### src/rtl/row_uram_arbiter.sv
// Round-robin owner of the shared per-row URAM port: one-hot grants to the cores,
// registered mux of the owner's access onto the physical port, and an "emptied" broadcast.
//
// state     | meaning
// S_IDLE    | no owner; arbitrate among requesters starting at rr_ptr
// S_GRANT   | o_owner holds the port while its req or locked is high (optional watchdog)
// S_RELEASE | one dead cycle so two owners never drive the URAM back to back
module row_uram_arbiter #(
    parameter int NUM_CORES = 8,
    parameter int ADDR_W    = 12,
    parameter int DATA_W    = 32,
    parameter int HOLD_MAX  = 0
) (
    input  logic                            clk,
    input  logic                            reset,
    input  logic [NUM_CORES-1:0]            i_core_req,
    input  logic [NUM_CORES-1:0]            i_core_locked,
    output logic [NUM_CORES-1:0]            o_core_grant,
    output logic                            o_uram_emptied,
    input  logic [NUM_CORES-1:0]            i_core_uram_en,
    input  logic [NUM_CORES*ADDR_W-1:0]     i_core_uram_addr,
    input  logic [NUM_CORES*DATA_W-1:0]     i_core_uram_wdata,
    input  logic [NUM_CORES-1:0]            i_core_uram_we,
    output logic                            o_URAM_en,
    output logic [ADDR_W-1:0]               o_URAM_addr,
    output logic [DATA_W-1:0]               o_URAM_wr_data,
    output logic                            o_URAM_wr_en,
    output logic [$clog2(NUM_CORES)-1:0]    o_owner
);

    localparam int IDX_W = $clog2(NUM_CORES);
    localparam int HC_W  = (HOLD_MAX > 2) ? $clog2(HOLD_MAX) : 1;
    localparam bit WDOG_EN = (HOLD_MAX > 0);
    localparam logic [HC_W-1:0]      HOLD_LAST = WDOG_EN ? HC_W'(HOLD_MAX - 1) : '0;
    localparam logic [IDX_W-1:0]     LAST_IDX  = IDX_W'(NUM_CORES - 1);
    localparam logic [NUM_CORES-1:0] GRANT_ONE = NUM_CORES'(1);

    typedef enum logic [1:0] {
        S_IDLE,
        S_GRANT,
        S_RELEASE
    } state_t;

    state_t           state;
    logic [IDX_W-1:0] rr_ptr;
    logic [IDX_W-1:0] pick_idx;
    logic [HC_W-1:0]  hold_cnt;

    logic              own_busy;
    logic              wdog_hit;
    logic              own_gnt;
    logic              own_en;
    logic              own_we;
    logic [ADDR_W-1:0] own_addr;
    logic [DATA_W-1:0] own_wdata;

    // Scan downward so the last hit written is the first requester at or after rr_ptr.
    always_comb begin : pick_blk
        int               j;
        logic [IDX_W-1:0] jj;
        pick_idx = '0;
        j        = 0;
        jj       = '0;
        for (int i = NUM_CORES - 1; i >= 0; i--) begin
            j = int'(rr_ptr) + i;
            if (j >= NUM_CORES) begin
                j = j - NUM_CORES;
            end
            jj = IDX_W'(j);
            if (i_core_req[jj]) begin
                pick_idx = jj;
            end
        end
    end

    assign own_busy  = i_core_req[o_owner] | i_core_locked[o_owner];
    assign wdog_hit  = WDOG_EN && (hold_cnt == HOLD_LAST);
    assign own_gnt   = o_core_grant[o_owner];
    assign own_en    = i_core_uram_en[o_owner];
    assign own_we    = i_core_uram_we[o_owner];
    assign own_addr  = i_core_uram_addr[int'(o_owner) * ADDR_W +: ADDR_W];
    assign own_wdata = i_core_uram_wdata[int'(o_owner) * DATA_W +: DATA_W];

    always_ff @(posedge clk or negedge reset) begin
        if (!reset) begin
            state        <= S_IDLE;
            o_core_grant <= '0;
            rr_ptr       <= '0;
            o_owner      <= '0;
            hold_cnt     <= '0;
        end else begin
            case (state)
                S_IDLE: begin
                    if (|i_core_req) begin
                        o_core_grant <= GRANT_ONE << pick_idx;
                        o_owner      <= pick_idx;
                        hold_cnt     <= '0;
                        state        <= S_GRANT;
                    end
                end
                S_GRANT: begin
                    if (!own_busy || wdog_hit) begin
                        o_core_grant <= '0;
                        rr_ptr       <= (o_owner == LAST_IDX) ? '0 : o_owner + IDX_W'(1);
                        state        <= S_RELEASE;
                    end else begin
                        hold_cnt <= hold_cnt + HC_W'(1);
                    end
                end
                S_RELEASE: begin
                    state <= S_IDLE;
                end
                default: begin
                    o_core_grant <= '0;
                    state        <= S_IDLE;
                end
            endcase
        end
    end

    // A write without its enable is not a URAM access, so it is dropped here.
    always_ff @(posedge clk or negedge reset) begin
        if (!reset) begin
            o_URAM_en      <= 1'b0;
            o_URAM_addr    <= '0;
            o_URAM_wr_data <= '0;
            o_URAM_wr_en   <= 1'b0;
            o_uram_emptied <= 1'b0;
        end else begin
            o_URAM_en      <= own_gnt & own_en;
            o_URAM_addr    <= own_gnt ? own_addr : '0;
            o_URAM_wr_data <= own_gnt ? own_wdata : '0;
            o_URAM_wr_en   <= own_gnt & own_en & own_we;
            o_uram_emptied <= (state == S_IDLE) && !(|i_core_req);
        end
    end

endmodule

### config.mk
export PLATFORM = sky130hd
export DESIGN_NAME = row_uram_arbiter
export DESIGN_NICKNAME = d
export VERILOG_FILES = /design/src/rtl/row_uram_arbiter.sv
export SDC_FILE = /design/constraint.sdc
export NUM_CORES = 1
export LEC_CHECK = 0
export ABC_AREA = 1
export CAP_MARGIN = 5
export CORE_AREA = 2 2 173 175
export CTS_CLUSTER_DIAMETER = 80
export DETAILED_ROUTE_END_ITERATION = 6
export DIE_AREA = 0 0 175 177
export GPL_TIMING_DRIVEN = 0
export PLACE_DENSITY = 0.63
export SKIP_LAST_GASP = 1
export SLEW_MARGIN = 20
export SYNTH_ARGS = -nofsm -noshare
export SYNTH_HDL_FRONTEND = slang
export SYNTH_SLANG_ARGS = --single-unit
### constraint.sdc
create_clock -name clk -period 2.8 [get_ports clk]
set_input_delay 0.56 -clock clk [delete_from_list [all_inputs] [get_ports clk]]
set_output_delay 0.56 -clock clk [all_outputs]
set_load 0.01 [all_outputs]
==> results by group <==
Status
  – Result of the run: finished, final reports clean

Worst setup path
  – Capturing element type of the critical path: register
  – Critical Path Fanout Max: 10
  – Worst-path cell with the longest stage delay: sky130_fd_sc_hd__dfrtp_1
  – WP data arrival: 2900 ps
  – Total buffers and inverters traversed by the critical path: 4
  – Cell family contributing the most delay on the critical path: buffers and inverters
  – Register-to-Register Path Depth: 9
  – Startpoint kind of the worst setup timing path: register
  – Delay of the slowest cell on the worst path: 610 ps
  – Required time reported for the critical path endpoint: 3080 ps
  – Most Frequent Cell on Critical Path: sky130_fd_sc_hd__nor2_1
  – Type of the worst setup path: register to register
  – Critical path depth: 9
  – Cell-by-cell trace of the critical path: clkbuf_4 -> buf_6 -> nor2_1 -> o22ai_1 -> nor2_1 -> a31oi_4 -> buf_2 -> nand2_1 -> inv_1

Clock network
  – Clock-pin slew on the worst setup and hold paths: 60 ps
  – Largest buffer count on any clock path: 2
  – Clock sink count: 63
  – Clock insertion delay at the later pin of the skew report: ~350 ps
  – Number of resized instances in the post-cts repair step: 0
  – Root buffer cell: sky130_fd_sc_hd__clkbuf_16
  – Quantity of hold-fixing buffers added after cts: 0
  – Number of buffers added by the clock tree synthesis step: 9
  – Post CTS Setup Buffer Count: 0
  – H-tree depth: 3
  – Clock tree from TritonCTS: yes

Route
  – DR DRC count: 0
  – Mean number of vias per cell: 4.79
  – Count of TritonRoute iterations in the first routing pass: 6
  – First DRT Iteration DRCs: 602
  – Detail Route Antenna Nets: 0
  – Final wirelength: 39.0 mm
  – Total number of vias: a little over 9000
  – Routed wire length per instance: around 20 µm

GRT
  – Total Routing Usage GR: 24.0%
  – Most crowded layer after global routing: met2
  – Met1 track demand over resource in global routing: 29.5%
  – Wire length of the first global-routing pass: between 50 and 60 mm
  – Initial antenna violation count: 4
  – Met3 Use GR: 4.42%
  – Vias in the first global route: 8810
  – Pin count of the biggest net entering global routing: 34
  – Global-route met2 utilization: 41.9%
  – Sum of overflow across all layers after global routing: 0

STA
  – Unrepaired setup endpoints after global routing: no
  – Share of the clock period used by the worst path after layout: 93.7%
  – Final count of pins violating max slew: 0
  – Slew of the pin with the lowest slew margin: 783 ps
  – Final worst clock skew: 13.4 ps
  – Final sum of negative setup slack: 0 ps
  – Worst hold margin: 167 ps
  – Maximum clock rate: 381 MHz
  – Min Tclk post-route: 2620 ps
  – Final hold violation count: 0
  – Setup slack after layout: about 180 ps
  – Setup Viol. Count Final: 0
  – Slew margin rel.: 47.8%

Cells and area
  – Leading cell types in the layout, fill and taps excluded: 442 x sky130_fd_sc_hd__clkdlybuf4s50_1, 273 x sky130_fd_sc_hd__nand2_1, 194 x sky130_fd_sc_hd__nor2_1
  – Layout cell share with drive strength beyond 1: 4.82%
  – Count of filler cells inserted in the layout: 3137
  – Finished Layout Cells: 1905
  – Final design area excluding fillers: 11300 µm²
  – Total Nets Final: between 1500 and 2000
  – Most common cell after layout, fill and taps aside: sky130_fd_sc_hd__clkdlybuf4s50_1
  – Post-layout util: roughly 39%
  – Layout overhead on the synthesized area: 86.6%

Die
  – Die width: about 180 µm
  – Floorplan core area: about 30000 µm²
  – Die area: 31000 µm²
  – Initial Utilization: around a fifth
  – Top Ports: 444
  – Count of standard-cell rows: 63
  – Die boundary height: 177 µm

Yosys
  – Mean cell area of the mapped netlist: 5.76 µm²
  – Synthesis-stage register bit count: 63
  – Post-synth net total: 1443
  – Syn Std Cell Area: 6070 µm²
  – Number of standard cells after synthesis: roughly 1100
  – Number of different library cells in the post-synthesis netlist: 36
  – Ys Warns: 0
  – Sequential cell area fraction in the yosys report: 26.0%

Pwr
  – Static leakage: around 5.0 nW
  – P per Cell Area: around 970 nW/µm²
  – Pwr Total: approximately 11 mW
  – Worst IR Drop VDD: 0.360 mV

Place
  – Port Buffers: 443
  – Sum of net half-perimeters after detailed placement: 31.2 mm
  – Setup Slack @ Placement: 23.9 ps
  – Number of instances in the placed design: 1887
  – Final weighted congestion of routability-driven global placement: 0.930
  – DP Area: 11000 µm²

Hold path
  – Worst min path class: input pin to async pin

Run
  – Max-cap viol count: 0
-- logic make-up after synthesis --
logic type      share of synthesized area (%)
simple gates                             35.3
compound gates                           27.8
buf+inv                                  10.2
flops                                    26.0
fa+ha+maj                               0.825
-- sequential cells by signal, indices dropped and copies added, names as in the netlist --
signal and cells:
o_URAM_addr 12, o_URAM_en 1, o_URAM_wr_data 32, o_URAM_wr_en 1, o_core_grant 8, o_owner 3
o_uram_emptied 1, rr_ptr 3, state 2
-- cells in the mapped netlist --
cell                       count  area, µm²
sky130_fd_sc_hd__a211oi_1      1       7.51
sky130_fd_sc_hd__a21oi_1       9       45.0
sky130_fd_sc_hd__a21oi_4       2       32.5
sky130_fd_sc_hd__a22oi_1       1       7.51
sky130_fd_sc_hd__a31oi_4       1       21.3
sky130_fd_sc_hd__a32o_1        1       10.0
sky130_fd_sc_hd__and2_1        1       6.26
sky130_fd_sc_hd__buf_1         5       18.8
sky130_fd_sc_hd__buf_2        17       85.1
sky130_fd_sc_hd__buf_4         1       7.51
sky130_fd_sc_hd__buf_6         2       22.5
sky130_fd_sc_hd__clkbuf_1     53        199
sky130_fd_sc_hd__clkinv_1      1       3.75
sky130_fd_sc_hd__dfrtp_1      63       1580
sky130_fd_sc_hd__ha_1          4       50.1
sky130_fd_sc_hd__inv_1        64        240
sky130_fd_sc_hd__inv_2         9       33.8
sky130_fd_sc_hd__inv_4         1       6.26
sky130_fd_sc_hd__nand2_1     273       1020
sky130_fd_sc_hd__nand2_2      10       62.6
sky130_fd_sc_hd__nand2_4       2       22.5
sky130_fd_sc_hd__nand3_1      35        175
sky130_fd_sc_hd__nand3_2       4       40.0
sky130_fd_sc_hd__nor2_1      194        728
sky130_fd_sc_hd__nor2_2        2       12.5
sky130_fd_sc_hd__nor3_1        7       35.0
sky130_fd_sc_hd__nor4_1        2       12.5
sky130_fd_sc_hd__o211ai_1      1       7.51
sky130_fd_sc_hd__o21ai_0     186        931
sky130_fd_sc_hd__o21ai_1       4       20.0
sky130_fd_sc_hd__o221ai_1      1       8.76
sky130_fd_sc_hd__o22ai_1      91        569
sky130_fd_sc_hd__o311ai_2      1       16.3
sky130_fd_sc_hd__o31ai_1       1       7.51
sky130_fd_sc_hd__or2_1         1       6.26
sky130_fd_sc_hd__or2_2         2       12.5
-- per-layer routing --
metal | vias to the layer above | wire [µm]
li1 | 4395 | -
met1 | 4207 | 16300
met2 | 450 | 19100
met3 | 70 | 2480
met4 | 4 | 1120
met5 | - | 27
-- final timing paths --
kind	startpoint	end	slack [ps]
max reg2reg	o_owner[0]	o_URAM_addr[9]	180
min	reset	o_URAM_addr[1]	170
min reg2reg	o_core_grant[2]	o_core_grant[2]	510
min in group clk	o_core_grant[2]	o_core_grant[2]	510
max in group asynchronous	reset	o_URAM_wr_data[8]	2070
max	o_owner[0]	o_URAM_addr[9]	180
-- cell type report --
cell class              count  area (µm²)  area share, %
repair buffers            444        4450           39.3
plain buffers              78         337           2.97
diodes                      2        5.00         0.0442
multi-input cells         837        3870           34.2
flip-flops and latches     63        1580           13.9
well taps                 390         488           4.31
clock buffers              10         229           2.02
inverters                  75         284           2.51
clock inverters             6        71.3          0.630
-- power breakdown --
part,switching [mW],leakage [nW],total (mW),internal (mW)
clock network,0.497,0.139,1.19,0.695
registers,0.188,0.831,1.40,1.21
logic,5.38,4.08,8.34,2.96
-- worst register-to-register path, delay by kind of cell, from the launching register on --
family / cells / cell delay [ps]
flops: 1 / 610
buf+inv: 4 / 1050
simple gates: 3 / 320
compound gates: 2 / 590
(Power assumes the default switching activity.)
